--- src/rtl/eth_pkg.sv ---
// Shared Ethernet TX constants, state encoding and CRC helper.
// Imported by the framer and its CRC step function.
package eth_pkg;

  localparam int ETH_HDR_LEN     = 14;
  localparam int ETH_MIN_PAYLOAD = 46;
  localparam int ETH_MAX_PAYLOAD = 1500;
  localparam int ETH_FCS_LEN     = 4;

  localparam logic [31:0] CRC32_POLY    = 32'h04C11DB7;
  localparam logic [31:0] CRC32_INIT    = 32'hFFFFFFFF;
  localparam logic [31:0] CRC32_RESIDUE = 32'hC704DD7B;

  typedef enum logic [2:0] {
    ST_IDLE,
    ST_HEADER,
    ST_PAYLOAD,
    ST_PAD,
    ST_FCS,
    ST_REQ,
    ST_WAIT_ACK_LOW
  } tx_state_t;

  function automatic logic [31:0] rev32(
    input logic [31:0] v
  );
    logic [31:0] r;
    for (int i = 0; i < 32; i++)
      r[i] = v[31-i];
    return r;
  endfunction

  // LSB-first shift register wants the bit-reversed polynomial
  localparam logic [31:0] CRC32_POLY_REF =
    rev32(CRC32_POLY);

endpackage

--- src/rtl/crc32_d8.sv ---
// One byte step of reflected CRC-32, purely combinational.
// The CRC register itself lives in the framer.
module crc32_d8
  import eth_pkg::*;
(
  input  logic [31:0] crc_in,
  input  logic [7:0]  data,
  output logic [31:0] crc_out
);

  logic [31:0] c;

  always_comb begin
    c = crc_in;
    for (int i = 0; i < 8; i++) begin
      if (c[0] ^ data[i])
        c = (c >> 1) ^ CRC32_POLY_REF;
      else
        c = c >> 1;
    end
    crc_out = c;
  end

endmodule

--- src/rtl/eth_tx_framer.sv ---
// Ethernet TX framer: header, payload, pad and FCS into a FIFO,
// then a 4-phase word_count handoff to the GMII stage.
module eth_tx_framer
  import eth_pkg::*;
(
  input  logic        clk,
  input  logic        rst,
  input  logic [47:0] dst_mac,
  input  logic [47:0] src_mac,
  input  logic [15:0] ethertype,
  input  logic [7:0]  s_data,
  input  logic        s_valid,
  input  logic        s_last,
  output logic        s_ready,
  output logic [7:0]  fifo_wr_data,
  output logic        fifo_wr,
  input  logic        fifo_full,
  output logic [10:0] word_count,
  output logic        word_count_ready,
  input  logic        word_count_ack,
  output logic        err_oversize
);

  localparam logic [3:0] HDR_LAST =
    4'(ETH_HDR_LEN - 1);
  localparam logic [10:0] PAY_MAX =
    11'(ETH_MAX_PAYLOAD);
  localparam logic [10:0] PAD_LAST =
    11'(ETH_MIN_PAYLOAD - 1);
  localparam logic [1:0] FCS_LAST =
    2'(ETH_FCS_LEN - 1);

  tx_state_t    state;
  logic [111:0] hdr;
  logic [31:0]  crc;
  logic [31:0]  crc_nxt;
  logic [31:0]  crc_sh;
  logic [7:0]   crc_din;
  logic [7:0]   fcs_byte;
  logic [10:0]  pay_cnt;
  logic [10:0]  tot_cnt;
  logic [3:0]   hdr_cnt;
  logic [1:0]   fcs_idx;
  logic         ack_s1;
  logic         ack_s2;
  logic         accept;

  assign s_ready = (state == ST_PAYLOAD)
                 & ~fifo_full & ~rst;
  assign accept  = s_valid & s_ready;

  assign crc_din =
    (state == ST_HEADER)  ? hdr[111:104] :
    (state == ST_PAYLOAD) ? s_data : 8'h00;

  assign crc_sh   = crc >> {fcs_idx, 3'b000};
  assign fcs_byte = ~crc_sh[7:0];

  crc32_d8 u_crc (
    .crc_in  (crc),
    .data    (crc_din),
    .crc_out (crc_nxt)
  );

  always_ff @(posedge clk) begin
    if (rst) begin
      state            <= ST_IDLE;
      ack_s1           <= 1'b0;
      ack_s2           <= 1'b0;
      hdr              <= '0;
      crc              <= CRC32_INIT;
      pay_cnt          <= '0;
      tot_cnt          <= '0;
      hdr_cnt          <= '0;
      fcs_idx          <= '0;
      fifo_wr          <= 1'b0;
      fifo_wr_data     <= '0;
      word_count       <= '0;
      word_count_ready <= 1'b0;
      err_oversize     <= 1'b0;
    end else begin
      ack_s1       <= word_count_ack;
      ack_s2       <= ack_s1;
      fifo_wr      <= 1'b0;
      err_oversize <= 1'b0;
      unique case (state)
        ST_IDLE: begin
          if (s_valid && !ack_s2) begin
            hdr     <= {dst_mac, src_mac,
                        ethertype};
            crc     <= CRC32_INIT;
            pay_cnt <= '0;
            tot_cnt <= '0;
            hdr_cnt <= '0;
            fcs_idx <= '0;
            state   <= ST_HEADER;
          end
        end
        ST_HEADER: begin
          if (!fifo_full) begin
            fifo_wr      <= 1'b1;
            fifo_wr_data <= hdr[111:104];
            hdr          <= {hdr[103:0], 8'h00};
            crc          <= crc_nxt;
            tot_cnt      <= tot_cnt + 11'd1;
            hdr_cnt      <= hdr_cnt + 4'd1;
            if (hdr_cnt == HDR_LAST)
              state <= ST_PAYLOAD;
          end
        end
        ST_PAYLOAD: begin
          if (accept) begin
            // bytes past the cap are swallowed
            if (pay_cnt < PAY_MAX) begin
              fifo_wr      <= 1'b1;
              fifo_wr_data <= s_data;
              crc          <= crc_nxt;
              pay_cnt      <= pay_cnt + 11'd1;
              tot_cnt      <= tot_cnt + 11'd1;
            end
            if (s_last) begin
              err_oversize <= (pay_cnt == PAY_MAX);
              state <= (pay_cnt < PAD_LAST) ?
                       ST_PAD : ST_FCS;
            end
          end
        end
        ST_PAD: begin
          if (!fifo_full) begin
            fifo_wr      <= 1'b1;
            fifo_wr_data <= 8'h00;
            crc          <= crc_nxt;
            pay_cnt      <= pay_cnt + 11'd1;
            tot_cnt      <= tot_cnt + 11'd1;
            if (pay_cnt == PAD_LAST)
              state <= ST_FCS;
          end
        end
        ST_FCS: begin
          if (!fifo_full) begin
            fifo_wr      <= 1'b1;
            fifo_wr_data <= fcs_byte;
            fcs_idx      <= fcs_idx + 2'd1;
            tot_cnt      <= tot_cnt + 11'd1;
            if (fcs_idx == FCS_LAST) begin
              word_count       <= tot_cnt;
              word_count_ready <= 1'b1;
              state            <= ST_REQ;
            end
          end
        end
        ST_REQ: begin
          if (ack_s2) begin
            word_count_ready <= 1'b0;
            state            <= ST_WAIT_ACK_LOW;
          end
        end
        ST_WAIT_ACK_LOW: begin
          if (!ack_s2)
            state <= ST_IDLE;
        end
        default: state <= ST_IDLE;
      endcase
    end
  end

endmodule

--- config.mk ---
export PLATFORM = sky130hd
export DESIGN_NAME = eth_tx_framer
export DESIGN_NICKNAME = d
export VERILOG_FILES = /design/src/rtl/eth_pkg.sv /design/src/rtl/crc32_d8.sv /design/src/rtl/eth_tx_framer.sv
export SDC_FILE = /design/constraint.sdc
export NUM_CORES = 1
export LEC_CHECK = 0
export BUFFER_PORTS_ARGS = -buffer_cell sky130_fd_sc_hd__buf_4
export CAP_MARGIN = 20
export CORE_ASPECT_RATIO = 1.4
export CORE_MARGIN = 2
export CORE_UTILIZATION = 45
export CTS_CLUSTER_SIZE = 8
export DETAILED_ROUTE_END_ITERATION = 7
export GPL_TIMING_DRIVEN = 0
export PLACE_DENSITY = 0.69
export SLEW_MARGIN = 0
export SYNTH_ARGS = -nofsm -noshare
export SYNTH_HDL_FRONTEND = slang
export SYNTH_SLANG_ARGS = --single-unit
export TNS_END_PERCENT = 50
--- constraint.sdc ---
create_clock -name clk -period 2.9 [get_ports clk]
set_clock_uncertainty 0.1 [all_clocks]
set_input_delay 0.435 -clock clk [delete_from_list [all_inputs] [get_ports clk]]
set_output_delay 0.435 -clock clk [all_outputs]
set_load 0.02 [all_outputs]
* Word-level counts from Yosys, hierarchy flattened
Cells that the tools add are included.
** Word-level totals
- Flip-flop bits (word level) :: 199
- Bits of input ports :: 126
- Output and inout bits :: 23
** Operators by class
- $add $sub $neg :: 4
- Magnitude comparators :: 2
- Eq/ne operators :: 24
- Shift operators :: 1
- Mux-type cells :: 60
- Bitwise logic cells :: 25
- Reduce and logical (&&, ||, !) cells :: 22
** Operators with widths (count)
- $mux 32 :: 12
- $mux 112 :: 2
- $pmux 112 s2 :: 1
- $not 13->14 :: 8
- $pmux 32 s3 :: 1
- $mux 11 :: 7
- $pmux 11 s3 :: 2
- $mux 8 :: 7
- $mux 3 :: 12
- $pmux 8 s4 :: 1
- $shr 32x5->8 :: 1
- $ne 2x2->1 const B :: 12
- $add 11x1->11 const B :: 2
- $pmux 3 s7 :: 1
- $reduce_and 5->1 :: 3
- $eq 11x11->1 const B :: 1
- $eq 11x6->1 const B :: 1
- $lt 11x11->1 const B :: 1
- $lt 11x6->1 const B :: 1
- $reduce_and 11->1 :: 1
- $eq 3x3->1 const B :: 3
- $reduce_and 3->1 :: 3
- $reduce_bool 3->1 :: 3
- $mux 4 :: 2
- 26 further kinds :: 50

* Depth between registers and ports, before layout
Gate-level depths: netlist of run 1.
- Depth in word-level cells :: 22
- Depth in mapped cells :: 10

* Cells and area by module
A second synthesis of run 1 with hierarchy kept.
** Second synthesis, totals
- Cells, all modules :: 1108
- Area, all modules :: 9938.3 um2
** By module, submodules not included
- eth_tx_framer :: instances 1, cells each 1038, area each 9168.8 um2, sequential area each 3983.8 um2
- crc32_d8 :: instances 1, cells each 70, area each 769.5 um2, sequential area each 0.0 um2

* Worst setup path after synthesis of run 1
No wires, ideal clock.
- Path type :: register -> register
- Start point :: register state[0]
- End point :: register crc[18]
- Setup time :: 117 ps
- Data arrival time :: 2111 ps
- Data required time :: 2683 ps
- Path slack :: 572 ps
- Cell stages (with the launch flop) :: 10
- Buffers on the path :: 3
- Cells stage by stage :: dfxtp_1 -> buf_4 -> buf_6 -> nand3b_1 -> a211o_1 -> a211o_1 -> and2_1 -> buf_2 -> xnor3_1 -> o22a_1
** On the way
- Longest elaborated chain between the ends :: 18
- Elaborated cells on any way between the ends :: 38
** Ends and longest elaborated chain
- start: declaration :: RTL line eth_tx_framer.sv:33 : tx_state_t state;
- start signal: assignment :: RTL line eth_tx_framer.sv:123 : state <= (pay_cnt < PAD_LAST) ?
- parallel branches: the longest is 18 deep, another holds $mux 32
- end signal: assignment :: RTL line eth_tx_framer.sv:104 : crc <= crc_nxt;
- end signal: assignment :: RTL line eth_tx_framer.sv:117 : crc <= crc_nxt;
- end signal: assignment :: RTL line eth_tx_framer.sv:132 : crc <= crc_nxt;
- end: declaration :: RTL line eth_tx_framer.sv:35 : logic [31:0] crc;
Parallel ways; which one is timed is not known. The select of a mux whose other input is x is not followed.
A chain may end at the register's enable or synchronous reset.

* Worst setup path after layout of run 1
- Start point :: register state[2]
- End point :: register tot_cnt[0]
** On the way
- Longest elaborated chain between the ends :: 6
- Elaborated cells on any way between the ends :: 16
** Ends and longest elaborated chain
- $eq 3x2->1 :: RTL line eth_tx_framer.sv:48, eth_tx_framer.sv:86
- $and 1x1->1 (2 in a row) :: RTL line eth_tx_framer.sv:49 : & ~fifo_full & ~rst;
- $and 1x1->1 :: RTL line eth_tx_framer.sv:50 : assign accept = s_valid & s_ready;
- $ne 2x2->1 (no source line)
- $reduce_and 5->1 (no source line)
- end signal: assignment :: RTL line eth_tx_framer.sv:105 : tot_cnt <= tot_cnt + 11'd1;
- end signal: assignment :: RTL line eth_tx_framer.sv:119 : tot_cnt <= tot_cnt + 11'd1;
- end signal: assignment :: RTL line eth_tx_framer.sv:134 : tot_cnt <= tot_cnt + 11'd1;
- end: declaration :: RTL line eth_tx_framer.sv:41 : logic [10:0] tot_cnt;
Several ways; a longest one is shown, not always the timed one.

==> impl_metrics.prom, run 1 <==
# TYPE chip_impl_metric gauge
chip_impl_metric{name="grt_max_degree",unit=""} 19
chip_impl_metric{name="grt_antenna_before_repair",unit=""} 0
chip_impl_metric{name="synth_xor_xnor_area_share",unit="%"} 9.82
chip_impl_metric{name="timing.max_slew.rel_slack",unit="%"} 46.2
chip_impl_info{name="clk_root_buffer_cell",value="clkbuf_16"} 1
chip_impl_metric{name="ir_worst_vdd",unit="V"} 0.000606
chip_impl_metric{name="power_leakage",unit="nW"} 4.99
chip_impl_metric{name="placed_area",unit="mm²"} 0.0118
chip_impl_metric{name="postCtsSetupBuffers",unit=""} 0
chip_impl_metric{name="synth.mux.area_fraction",unit="%"} 2.13
chip_impl_metric{name="powerDensity",unit="mW/mm²"} 1190
chip_impl_metric{name="clock_insertion_delay_worst_skew",unit="ns"} 0.46
chip_impl_info{name="holdCritStartpoint",value="word_count_ack"} 1
chip_impl_metric{name="die-area",unit="mm²"} 0.0242
chip_impl_metric{name="path_clk_slew",unit="ns"} 0.08
chip_impl_info{name="timing.critical_path.from_type",value="register"} 1
chip_impl_metric{name="detail_route.wl_per_cell",unit="µm"} 18.2
chip_impl_metric{name="synth_enable_flop_cells",unit=""} 0
chip_impl_metric{name="drt_first_iter_violations",unit=""} 502
chip_impl_metric{name="fillCellCount",unit=""} 2139
chip_impl_info{name="main_combinational_cell_family_by_area_after_synthesis",value="simple AND/OR/NAND/NOR gates"} 1
chip_impl_info{name="min_delay_worst_endpoint",value="ack_s1"} 1
chip_impl_metric{name="setup.reg_to_reg.worst_slack",unit="ns"} 0.08
chip_impl_metric{name="synth_cells",unit=""} 1190
chip_impl_metric{name="clk_path_buf_depth",unit=""} 2
chip_impl_info{name="capturing_point_of_the_worst_reg2reg_path",value="tot_cnt[0]"} 1
chip_impl_metric{name="synth-adder-area-share",unit="%"} 0.847
chip_impl_metric{name="initial_core_util",unit="%"} 45.9
chip_impl_metric{name="rr_worst_depth",unit=""} 8
chip_impl_metric{name="cell_area_after_technology_mapping",unit="mm²"} 0.0103
chip_impl_metric{name="swShare",unit="%"} 41.3
chip_impl_metric{name="syn_to_final_growth",unit="%"} 20.1
chip_impl_metric{name="hold_depth",unit=""} 2
chip_impl_info{name="crit_path_top_delay_cell",value="dfxtp_1"} 1
chip_impl_metric{name="htree_num_levels",unit=""} 4
chip_impl_metric{name="post_synth.cell_area_avg",unit="µm²"} 8.69
chip_impl_metric{name="dpl.cell_count",unit=""} 1638
chip_impl_metric{name="num_vias",unit=""} 9330
chip_impl_metric{name="yosys_warnings",unit=""} 0
chip_impl_metric{name="net-switching-power",unit="mW"} 6.09
chip_impl_metric{name="first_pass_grt_wire_length",unit="mm"} 47.6
chip_impl_info{name="worst_setup_path_end_kind",value="register"} 1
chip_impl_metric{name="core.rowCount",unit=""} 65
chip_impl_info{name="min_delay_path_class",value="in -> reg"} 1
chip_impl_metric{name="synth_sequential_area_ratio",unit="%"} 38.5
chip_impl_metric{name="drt.antenna.violating_nets",unit=""} 0
chip_impl_metric{name="cts-buffers-inserted",unit=""} 17
chip_impl_metric{name="regArea",unit="mm²"} 0.00398
chip_impl_metric{name="drv.max_cap_violation_count",unit=""} 0
chip_impl_metric{name="antennaDiodeCount",unit=""} 0
chip_impl_metric{name="comb_power_share",unit="%"} 55.3
chip_impl_metric{name="final_max_slew_viol_count",unit=""} 0
chip_impl_metric{name="post-dp-hpwl",unit="mm"} 23.2
chip_impl_metric{name="detail_route.vias_per_cell",unit=""} 5.59
chip_impl_info{name="setup_repair_after_global_routing_missed_its_margin",value="true"} 1
chip_impl_metric{name="finish.instance_area",unit="mm²"} 0.0124
chip_impl_metric{name="route.detailed.drc",unit=""} 0
chip_impl_metric{name="slowest_delay",unit="ns"} 0.51
chip_impl_info{name="status",value="finished clean"} 1
chip_impl_metric{name="grt.total_usage",unit="%"} 25.0
chip_impl_metric{name="floorplan.io_pins",unit=""} 149
chip_impl_metric{name="ys_types",unit=""} 79
chip_impl_metric{name="timing.fmax",unit="MHz"} 354
chip_impl_metric{name="port_buffers",unit=""} 147
chip_impl_info{name="worstReg2RegStart",value="state[2]"} 1
chip_impl_info{name="worst-setup-path-type",value="reg -> reg"} 1
chip_impl_metric{name="total_detailed_routing_wirelength",unit="mm"} 30.3
chip_impl_metric{name="drive_gt1_share",unit="%"} 19.2
chip_impl_metric{name="floorplan.die.height",unit="µm"} 183
chip_impl_metric{name="number_of_global_route_vias_before_repair",unit=""} 9107
chip_impl_metric{name="cts_num_sinks",unit=""} 199
chip_impl_info{name="cts_tree",value="built"} 1
chip_impl_metric{name="synth.ff_latch_count",unit=""} 199
chip_impl_metric{name="clockPowerShare",unit="%"} 16.2
chip_impl_metric{name="final_cell_count_no_fill",unit=""} 1669
chip_impl_metric{name="timing_worst_slew_pin_value",unit="ns"} 0.808
chip_impl_metric{name="worst-endpoint-arrival",unit="ns"} 3.06
chip_impl_metric{name="globalRouteOverflowTotal",unit=""} 0
chip_impl_metric{name="final.period_utilization",unit="%"} 97.3
chip_impl_metric{name="postSynth.asyncResetShare",unit="%"} 0
chip_impl_metric{name="fp.dieW",unit="µm"} 132
chip_impl_metric{name="critPathRequiredTime",unit="ns"} 3.14
chip_impl_info{name="yosys_most_used_dff",value="dfxtp_1"} 1
chip_impl_metric{name="p_int",unit="mW"} 8.67
chip_impl_metric{name="globalplace.congestion",unit=""} 0.933
chip_impl_metric{name="finalSetupViolations",unit=""} 0
chip_impl_metric{name="cp_max_fo",unit=""} 10
chip_impl_metric{name="synth-simple-area-share",unit="%"} 23.5
chip_impl_metric{name="synth.net_count",unit=""} 1323
chip_impl_metric{name="layout_min_cycle_time",unit="ns"} 2.82
chip_impl_metric{name="multi_input_combinational_cell_area",unit="mm²"} 0.00585
chip_impl_metric{name="fp.coreArea",unit="mm²"} 0.0225
chip_impl_metric{name="finalHoldViolCount",unit=""} 0
chip_impl_metric{name="first_pass_iters",unit=""} 5
chip_impl_metric{name="seq_power_share",unit="%"} 28.5
chip_impl_info{name="crit_path_cell_trace",value="buf_2, buf_6, mux2i_1, nor2_1, a31oi_2, clkbuf_1, or2_0, a21oi_1"} 1
chip_impl_metric{name="final_net_count",unit=""} 1488
chip_impl_metric{name="synth-compound-area-share",unit="%"} 20.1
-- power groups by stage --
| stage | Combinational (mW) | Sequential [mW] | Clock (mW) |
|---|---|---|---|
| after CTS | 8.15 | 4.18 | 2.42 |
| after global routing | 8.88 | 4.27 | 2.52 |
| after global placement | 7.94 | 4.22 | 0 |
| final | 8.16 | 4.21 | 2.39 |
| after detailed placement | 8.07 | 4.24 | 0 |
| after floorplan | 6.44 | 4.02 | 0 |
-- worst max path at each step --
stage,start,cells past startpoint,endpoint
6_report,state[2],8,tot_cnt[0]
5_1_grt,state[2],8,fifo_wr_data[5]
4_1_cts,state[2],8,hdr[109]
3_5_place_dp,rst,5,s_ready
3_3_place_gp,rst,5,s_ready
2_1_floorplan,state[0],9,crc[18]
-- synth_stat cells, types with 4 or more instances --
cell       instances  area (µm²)
o22a_1             8        70.1
a21oi_1           58         290
xnor2_2            4        65.1
xnor3_1           25         563
and4bb_1           5        62.6
o22ai_1            4        25.0
mux4_2             8         180
nor2b_1            6        37.5
or4_1              5        37.5
xnor2_1           13         114
a211o_1            4        35.0
a311oi_1         105         920
dfxtp_1          199        3980
xor2_1            20         175
clkbuf_1          72         270
a221o_1            8        80.1
and2_1             6        37.5
inv_1             12        45.0
o21ai_0            5        25.0
nand2_1          258         968
and3_1             7        43.8
nand3_1           15        75.1
or3_1              6        37.5
ha_1               7        87.6
or2_1              5        31.3
nor3_1             6        30.0
a211oi_1           6        45.0
buf_2             18        90.1
o211ai_1           5        37.5
nand4_1            9        56.3
mux2i_1            4        40.0
buf_6              6        67.6
nand2b_1           9        56.3
a31oi_1            5        31.3
nand3b_1          11        82.6
a2bb2oi_2         11         165
buf_4              4        30.0
a22oi_1            9        67.6
nor2_1           155         582
-- registers in the layout, indices dropped and copies added, names as in the netlist --
name	flops
ack_s1	1
ack_s2	1
crc	32
err_oversize	1
fcs_idx	2
fifo_wr	1
fifo_wr_data	8
hdr	112
hdr_cnt	4
pay_cnt	11
state	3
tot_cnt	11
word_count	11
word_count_ready	1
-- cells in the final DEF, fill, tap and decap left out, types with 5 or more instances in the layout --
cell       instances
nand4_1            9
and3_1             7
buf_2             18
a221o_1            8
nand2_1          258
xor2_1            20
a21oi_1           58
clkbuf_1          68
a211oi_1           6
nand3_1           15
or2_1              5
a22oi_1            9
nor2b_1            6
or4_1              5
inv_1             12
nor3_1             6
a2bb2oi_2         11
xnor3_1           25
dfxtp_1          199
nor2_1           154
o22a_1             8
o211ai_1           5
and4bb_1           5
xnor2_1           13
o21ai_0            5
clkbuf_2           5
ha_1               7
nand2b_1           9
mux4_2             8
and2_1             6
clkbuf_16         17
or3_1              6
nand3b_1          11
a311oi_1         105
buf_4            151
buf_6              6
-- critical path, delay by kind of cell, from the launching register on --
family / cells / cell delay (ns)
AOI/OAI and AO/OA: 2 / 0.55
buffers and inverters: 3 / 0.97
DFF: 1 / 0.51
muxes: 1 / 0.30
and+or+nand+nor: 2 / 0.28
-- final cells by class --
class	instances	share of cell area (%)
inverter	14	0.423
multi-input combinational	875	47.1
clock buffer	20	3.60
buffer	101	3.77
tap	301	3.03
timing repair buffer	147	8.88
sequential	199	32.1
clock inverter	12	1.11
-- per-layer routing --
layer / vias up / share of wire, % / global-route usage [%] / routed length, µm
met4: 0 / 6.1 / 15.6 / 1840
met5: - / 0 / 0 / 0
met3: 97 / 5.2 / 4.64 / 1570
li1: 4570 / - / - / -
met2: 295 / 49 / 42.8 / 14800
met1: 4368 / 40 / 28.9 / 12100
-- through the flow --
step	util [%]	hold slack, ns	power [mW]	worst slack (ns)	setup TNS (ns)
2_1_floorplan	-	0.314	10.5	0.572	0
3_3_place_gp	52.5	0.330	12.2	-0.100	-0.428
3_5_place_dp	52.5	0.339	12.3	-0.115	-1.32
4_1_cts	55.1	0.0957	14.8	0.0455	0
5_1_grt	55.1	0.0997	15.7	-0.0482	-0.369
6_report	55.1	0.0989	14.8	0.0784	0
-- cells by family (layout without fill, tap and decap cells) --
family | Yosys count | after routing
adders and majority gates | 7 | 7
buffers and inverters | 116 | 294
muxes | 12 | 12
and+or+nand+nor | 531 | 531
DFF | 199 | 199
xor gates and xnor gates | 66 | 66
AOI/OAI and AO/OA | 259 | 259
-- repair_timing --
item / 4_1_cts / 5_1_grt
setup endpoints to repair: 70 / 125
resized for setup: 5 / 5
endpoints found under the hold margin: 0 / 0
hold buffers: 0 / 0
Note: power is estimated with default switching activity, not from simulation.
==> run 2: changes to the inputs <==
- GPL_TIMING_DRIVEN: 0 -> unset
==> run 2 against run 1 <==
  * Final cell count down 3.4%
  * Routed wire length is 7.9% lower
  * Core utilization about the same
  * Sequential share of layout area about the same
  * Design area about the same
  * Register-to-register slack better by 0.14 ns
  * Worst setup slack better by 0.14 ns
  * Clock-buffer cell count down 3
  * Non-clock buffer count shrank 58
  * Sequential cell count stayed put
  * Sequential power about the same
  * Largest power group unchanged
  * Highest routed layer unchanged
==> impl_metrics.prom, run 2 (synthesis gave the netlist of run 1 again) <==
# TYPE chip_impl_metric gauge
chip_impl_metric{name="final_max_slew_viol_count",unit=""} 0
chip_impl_metric{name="clk_path_buf_depth",unit=""} 2
chip_impl_metric{name="clockPowerShare",unit="%"} 16.8
chip_impl_metric{name="setup_tns",unit="ns"} 0
chip_impl_info{name="top_register",value="hdr"} 1
chip_impl_metric{name="rr_worst_depth",unit=""} 7
chip_impl_metric{name="hold_depth",unit=""} 2
chip_impl_metric{name="finalHoldViolCount",unit=""} 0
chip_impl_info{name="capturing_point_of_the_worst_reg2reg_path",value="crc[25]"} 1
chip_impl_metric{name="cp_max_fo",unit=""} 13
chip_impl_metric{name="comb_power_share",unit="%"} 54.8
chip_impl_metric{name="port_buffers",unit=""} 148
chip_impl_metric{name="clock_insertion_delay_worst_skew",unit="ns"} 0.44
chip_impl_info{name="timing.critical_path.from_type",value="register"} 1
chip_impl_metric{name="floorplan.io_pins",unit=""} 149
chip_impl_info{name="crit_path_cell_trace",value="buf_4, and4bb_1, nor3_2, nor2_4, xnor2_2, xnor3_1, o22a_1"} 1
chip_impl_metric{name="cts_num_sinks",unit=""} 199
chip_impl_info{name="mostFrequentLayoutCell",value="nand2_1"} 1
chip_impl_metric{name="seq_power_share",unit="%"} 28.4
chip_impl_metric{name="timing.fmax",unit="MHz"} 372
chip_impl_metric{name="finalSetupViolations",unit=""} 0
chip_impl_metric{name="number_of_global_route_vias_before_repair",unit=""} 8562
chip_impl_metric{name="grt_max_degree",unit=""} 109
chip_impl_info{name="clk_root_buffer_cell",value="clkbuf_16"} 1
chip_impl_metric{name="syn_to_final_growth",unit="%"} 20.2
chip_impl_metric{name="ir_worst_vdd",unit="V"} 0.000596
chip_impl_metric{name="power_leakage",unit="nW"} 5.02
chip_impl_metric{name="floorplan.die.height",unit="µm"} 183
chip_impl_metric{name="total_power",unit="mW"} 14.7
chip_impl_info{name="setup_repair_after_global_routing_missed_its_margin",value="false"} 1
chip_impl_metric{name="num_vias",unit=""} 8907
chip_impl_metric{name="final_cell_count_no_fill",unit=""} 1612
chip_impl_info{name="min_delay_worst_endpoint",value="ack_s1"} 1
chip_impl_info{name="mostFrequentLayoutCells",value="257 x nand2_1, 198 x dfxtp_1, 183 x buf_4"} 1
chip_impl_metric{name="dp_slack",unit="ns"} 0.281
chip_impl_metric{name="grt_antenna_before_repair",unit=""} 1
chip_impl_metric{name="fp.coreArea",unit="mm²"} 0.0225
chip_impl_metric{name="dpl.cell_count",unit=""} 1579
chip_impl_metric{name="timing.max_slew.rel_slack",unit="%"} 58.2
chip_impl_metric{name="route.detailed.drc",unit=""} 0
chip_impl_info{name="crit_path_top_delay_cell",value="dfxtp_1"} 1
chip_impl_metric{name="core.rowCount",unit=""} 65
chip_impl_metric{name="finish.instance_area",unit="mm²"} 0.0124
chip_impl_metric{name="postCtsSetupBuffers",unit=""} 0
chip_impl_info{name="worstReg2RegStart",value="state[0]"} 1
chip_impl_metric{name="critPathRequiredTime",unit="ns"} 3.14
chip_impl_metric{name="globalRouteOverflowTotal",unit=""} 0
chip_impl_metric{name="p_int",unit="mW"} 8.79
chip_impl_metric{name="setup.reg_to_reg.worst_slack",unit="ns"} 0.21
chip_impl_metric{name="path_clk_slew",unit="ns"} 0.08
chip_impl_info{name="min_delay_path_class",value="in -> reg"} 1
chip_impl_metric{name="placed_area",unit="mm²"} 0.0118
chip_impl_metric{name="powerDensity",unit="mW/mm²"} 1190
chip_impl_metric{name="net-switching-power",unit="mW"} 5.96
chip_impl_metric{name="worst-endpoint-arrival",unit="ns"} 2.92
chip_impl_metric{name="globalplace.congestion",unit=""} 0.922
chip_impl_metric{name="final.period_utilization",unit="%"} 92.6
chip_impl_metric{name="initial_core_util",unit="%"} 45.9
chip_impl_metric{name="swShare",unit="%"} 40.4
chip_impl_metric{name="drt_first_iter_violations",unit=""} 605
chip_impl_metric{name="first_pass_iters",unit=""} 6
chip_impl_metric{name="die-area",unit="mm²"} 0.0242
chip_impl_metric{name="first_pass_grt_wire_length",unit="mm"} 44.5
chip_impl_info{name="layout_top_registers",value="hdr: 112 flops, crc: 32 flops"} 1
chip_impl_info{name="cts_tree",value="built"} 1
chip_impl_metric{name="cts_resized",unit=""} 0
chip_impl_metric{name="layout_min_cycle_time",unit="ns"} 2.69
chip_impl_metric{name="grt.total_usage",unit="%"} 23.1
chip_impl_metric{name="number_of_flip_flops_under_the_largest_register_name",unit=""} 112
chip_impl_info{name="holdCritStartpoint",value="word_count_ack"} 1
chip_impl_metric{name="final_critical_path_setup_slack",unit="ns"} 0.215
chip_impl_metric{name="htree_num_levels",unit=""} 4
chip_impl_metric{name="slowest_delay",unit="ns"} 0.53
chip_impl_metric{name="detail_route.vias_per_cell",unit=""} 5.53
chip_impl_info{name="worst_setup_path_end_kind",value="register"} 1
chip_impl_metric{name="cp_num_buf_inv",unit=""} 1
chip_impl_info{name="critical-path-top-delay-family",value="simple AND/OR/NAND/NOR gates"} 1
chip_impl_metric{name="total_detailed_routing_wirelength",unit="mm"} 27.9
chip_impl_metric{name="cts-buffers-inserted",unit=""} 17
chip_impl_metric{name="drt.antenna.violating_nets",unit=""} 0
chip_impl_metric{name="post-dp-hpwl",unit="mm"} 20.1
chip_impl_metric{name="drive_gt1_share",unit="%"} 21.2
chip_impl_metric{name="drv.max_cap_violation_count",unit=""} 0
chip_impl_metric{name="final_net_count",unit=""} 1430
chip_impl_metric{name="timing_worst_slew_pin_value",unit="ns"} 0.624
chip_impl_info{name="status",value="finished clean"} 1
chip_impl_metric{name="cts_hold_repair.buffers",unit=""} 0
chip_impl_info{name="worst-setup-path-type",value="reg -> reg"} 1
chip_impl_metric{name="fp.dieW",unit="µm"} 132
chip_impl_metric{name="detail_route.wl_per_cell",unit="µm"} 17.3
-- run 2: changes by cell type in the layout (fill, tap and decap cells not counted), moves of 2 or more --
cell	previous run	this run
buf_2	18	0
buf_1	2	0
clkbuf_1	68	0
inv_6	3	1
buf_6	6	0
inv_12	0	2
clkbuf_2	5	0
buf_12	0	7
buf_4	151	183
clkinv_8	2	5
-- run 2: power groups by stage --
stage	combinational (mW)	clock (mW)	sequential [mW]
3_5_place_dp	8.03	0	4.23
3_3_place_gp	7.90	0	4.21
4_1_cts	8.08	2.53	4.17
6_report	8.08	2.48	4.18
2_1_floorplan	6.44	0	4.02
5_1_grt	8.82	2.65	4.27
-- run 2: how the worst max path moves through the flow --
stage              from      end  slack, ns  cells past startpoint
2_1_floorplan  state[0]  crc[18]       0.57                      9
3_3_place_gp   state[0]  crc[25]       0.35                      7
3_5_place_dp   state[0]  crc[25]       0.28                      7
4_1_cts        state[0]  crc[25]       0.24                      7
5_1_grt        state[0]  crc[25]       0.08                      7
6_report       state[0]  crc[25]       0.21                      7
-- run 2: routing by layer --
metal | wire (µm) | GRT usage (%) | up-vias
met2 | 14100 | 40.0 | 227
met1 | 11100 | 26.6 | 4147
met5 | 0 | 0 | -
li1 | - | - | 4469
met4 | 1450 | 13.0 | 0
met3 | 1260 | 4.64 | 64
-- run 2: worst reg2reg max path: stages, from the launching register on --
cell,delay (ns)
dfxtp_1,0.53
buf_4,0.27
and4bb_1,0.28
nor3_2,0.35
nor2_4,0.13
xnor2_2,0.32
xnor3_1,0.45
o22a_1,0.15
-- run 2: layout make-up --
type,count,area [µm²]
Fill cell,2056,10100
Tap cell,301,377
Inverter,14,52.6
Clock buffer,17,425
Clock inverter,15,209
Timing Repair Buffer,190,1510
Sequential cell,199,3990
Multi-Input combinational cell,875,5860
Antenna cell,1,2.50
-- run 2: stage by stage --
stage          hold WS, ns  utilization (%)
2_1_floorplan        0.314                -
3_3_place_gp         0.332             52.3
3_5_place_dp         0.346             52.3
4_1_cts              0.106             55.2
5_1_grt              0.136             55.2
6_report             0.113             55.2
==> run 3: changes to the inputs <==
- CORE_UTILIZATION: 45 -> 42
- PLACE_DENSITY: 0.69 -> 0.66
==> run 3 against run 2 <==
  * Sequential power is essentially flat
  * Combinational power is essentially flat
  * Via count grew 0.43%
  * Non-clock buffer count grew 1
  * First-iteration DRC count shrank 14%
  * Fmax shrank 0.11%
  * Die area grew 7.0%
  * Clock power shrank 8.5%
  * Critical endpoint is now crc[4]
  * Largest cell class unchanged
==> impl_metrics.prom, run 3 (synthesis gave the netlist of run 1 again) <==
# TYPE chip_impl_metric gauge
chip_impl_info{name="status",value="finished clean"} 1
chip_impl_metric{name="drive_gt1_share",unit="%"} 21.1
chip_impl_metric{name="number_of_global_route_vias_before_repair",unit=""} 8607
chip_impl_info{name="crit_path_cell_trace",value="or3b_4, nor4b_4, a31o_2, and2_1, or2_2, o22a_1"} 1
chip_impl_metric{name="cts_hold_repair.buffers",unit=""} 0
chip_impl_metric{name="drt.antenna.violating_nets",unit=""} 0
chip_impl_metric{name="worst_hold_slack",unit="ns"} 0.120
chip_impl_metric{name="path_clk_slew",unit="ns"} 0.07
chip_impl_metric{name="cts_num_sinks",unit=""} 199
chip_impl_metric{name="initial_core_util",unit="%"} 43.0
chip_impl_metric{name="swShare",unit="%"} 40.3
chip_impl_info{name="cts_tree",value="built"} 1
chip_impl_metric{name="seq_power_share",unit="%"} 28.7
chip_impl_info{name="top_register",value="hdr"} 1
chip_impl_info{name="mostFrequentLayoutCells",value="257 x nand2_1, 198 x dfxtp_1, 183 x buf_4"} 1
chip_impl_info{name="grt.busiest_layer",value="met2"} 1
chip_impl_metric{name="power_leakage",unit="nW"} 5.00
chip_impl_metric{name="total_detailed_routing_wirelength",unit="mm"} 28.5
chip_impl_metric{name="global_route.usage.met1",unit="%"} 26.3
chip_impl_metric{name="clock_insertion_delay_worst_skew",unit="ns"} 0.44
chip_impl_metric{name="globalRouteMet3Util",unit="%"} 3.68
chip_impl_metric{name="powerDensity",unit="mW/mm²"} 1180
chip_impl_info{name="worst_setup_path_end_kind",value="register"} 1
chip_impl_metric{name="setup_tns",unit="ns"} 0
chip_impl_metric{name="finalHoldViolCount",unit=""} 0
chip_impl_metric{name="port_buffers",unit=""} 148
chip_impl_metric{name="fp.coreArea",unit="mm²"} 0.0241
chip_impl_metric{name="fillCellCount",unit=""} 2245
chip_impl_info{name="layout_top_registers",value="hdr: 112 flops, crc: 32 flops"} 1
chip_impl_metric{name="route.detailed.drc",unit=""} 0
chip_impl_metric{name="globalRouteOverflowTotal",unit=""} 0
chip_impl_metric{name="post-dp-hpwl",unit="mm"} 20.7
chip_impl_metric{name="grtUsageMet2",unit="%"} 37.5
chip_impl_metric{name="number_of_flip_flops_under_the_largest_register_name",unit=""} 112
chip_impl_metric{name="postCtsSetupBuffers",unit=""} 0
chip_impl_metric{name="worst-endpoint-arrival",unit="ns"} 2.97
chip_impl_metric{name="final.period_utilization",unit="%"} 92.7
chip_impl_info{name="min_delay_path_class",value="in -> reg"} 1
chip_impl_metric{name="final_net_count",unit=""} 1431
chip_impl_metric{name="ir_worst_vdd",unit="V"} 0.000636
chip_impl_info{name="crit_path_top_delay_cell",value="or3b_4"} 1
chip_impl_metric{name="comb_power_share",unit="%"} 55.7
chip_impl_metric{name="regArea",unit="mm²"} 0.00399
chip_impl_metric{name="grt_max_degree",unit=""} 109
chip_impl_metric{name="dpl.cell_count",unit=""} 1589
chip_impl_metric{name="num_vias",unit=""} 8945
chip_impl_metric{name="syn_to_final_growth",unit="%"} 19.7
chip_impl_metric{name="grt.total_usage",unit="%"} 22.1
chip_impl_metric{name="setup.reg_to_reg.worst_slack",unit="ns"} 0.21
chip_impl_metric{name="core_util_final",unit="%"} 51.4
chip_impl_metric{name="floorplan.die.height",unit="µm"} 190
chip_impl_metric{name="htree_num_levels",unit=""} 4
chip_impl_metric{name="total_power",unit="mW"} 14.6
chip_impl_metric{name="p_int",unit="mW"} 8.69
chip_impl_info{name="clk_root_buffer_cell",value="clkbuf_16"} 1
chip_impl_info{name="worst-setup-path-type",value="reg -> reg"} 1
chip_impl_info{name="timing.critical_path.from_type",value="register"} 1
chip_impl_metric{name="net-switching-power",unit="mW"} 5.87
chip_impl_metric{name="die-area",unit="mm²"} 0.0259
chip_impl_metric{name="layout_min_cycle_time",unit="ns"} 2.69
chip_impl_metric{name="cts_resized",unit=""} 0
chip_impl_metric{name="final_cell_count_no_fill",unit=""} 1623
chip_impl_info{name="mostFrequentLayoutCell",value="nand2_1"} 1
chip_impl_metric{name="cts-buffers-inserted",unit=""} 17
chip_impl_metric{name="drv.max_cap_violation_count",unit=""} 0
chip_impl_metric{name="detail_route.vias_per_cell",unit=""} 5.51
chip_impl_metric{name="slowest_delay",unit="ns"} 0.46
chip_impl_metric{name="finalSetupViolations",unit=""} 0
chip_impl_metric{name="multi_input_combinational_cell_area",unit="mm²"} 0.00586
chip_impl_metric{name="hold_depth",unit=""} 2
chip_impl_metric{name="clk_path_buf_depth",unit=""} 2
chip_impl_metric{name="globalplace.congestion",unit=""} 0.918
chip_impl_metric{name="first_pass_iters",unit=""} 5
chip_impl_metric{name="core.rowCount",unit=""} 67
chip_impl_metric{name="clockPowerShare",unit="%"} 15.6
chip_impl_metric{name="first_pass_grt_wire_length",unit="mm"} 45.0
chip_impl_metric{name="critPathRequiredTime",unit="ns"} 3.18
chip_impl_metric{name="timing.max_slew.rel_slack",unit="%"} 54.1
chip_impl_metric{name="detail_route.wl_per_cell",unit="µm"} 17.6
chip_impl_metric{name="grt_antenna_before_repair",unit=""} 1
chip_impl_metric{name="fp.dieW",unit="µm"} 137
chip_impl_metric{name="drt_first_iter_violations",unit=""} 518
chip_impl_metric{name="timing_worst_slew_pin_value",unit="ns"} 0.688
chip_impl_metric{name="cp_max_fo",unit=""} 19
chip_impl_metric{name="timing.fmax",unit="MHz"} 372
chip_impl_metric{name="final_max_slew_viol_count",unit=""} 0
chip_impl_metric{name="rr_worst_depth",unit=""} 6
chip_impl_info{name="setup_repair_after_global_routing_missed_its_margin",value="false"} 1
chip_impl_metric{name="floorplan.io_pins",unit=""} 149
run 3: cell count changes in the layout (fill, tap and decap cells not counted), moves of 2 or more:
cell,delta
inv_12,-2
clkbuf_1,+2
clkinv_8,-4
clkinv_2,+3
run 3: path summary, 6_finish.rpt:
path                                to           start
worst max-delay path            crc[4]        state[2]
worst min-delay path            ack_s1  word_count_ack
worst max register to register  crc[4]        state[2]
worst min register to register  ack_s2          ack_s1
run 3: area by class of cell:
| class | instances | area share (%) |
|---|---|---|
| clock buffer | 19 | 3.50 |
| antenna | 2 | 0.0404 |
| sequential | 199 | 32.2 |
| tap | 310 | 3.13 |
| multi-input combinational | 875 | 47.4 |
| clock inverter | 13 | 0.940 |
| inverter | 14 | 0.425 |
| timing repair buffer | 191 | 12.4 |
run 3: per-layer routing:
| metal | wire [µm] | vias up | part of all wire, % |
|---|---|---|---|
| met4 | 1310 | 0 | 4.6 |
| met3 | 1180 | 51 | 4.1 |
| li1 | - | 4460 | - |
| met5 | 0 | - | 0 |
| met2 | 14400 | 216 | 50 |
| met1 | 11600 | 4218 | 41 |
run 3: worst max-delay path, delay by kind of cell, from the launching register on:
kind | cells | cell delay [ns]
compound gates | 2 | 0.67
flops | 1 | 0.41
simple gates | 4 | 1.44
run 3: power groups by stage:
stage | clock (mW) | combinational [mW] | sequential (mW)
2_1_floorplan | 0 | 6.44 | 4.02
3_3_place_gp | 0 | 7.96 | 4.21
3_5_place_dp | 0 | 8.10 | 4.24
4_1_cts | 2.34 | 8.13 | 4.18
5_1_grt | 2.43 | 8.86 | 4.28
6_report | 2.27 | 8.11 | 4.18
run 3: through the flow:
step / setup WS (ns) / instance area (µm²)
2_1_floorplan: 0.572 / 10300
3_3_place_gp: 0.287 / 11800
3_5_place_dp: 0.250 / 11800
4_1_cts: 0.216 / 12400
5_1_grt: 0.0357 / 12400
6_report: 0.212 / 12400
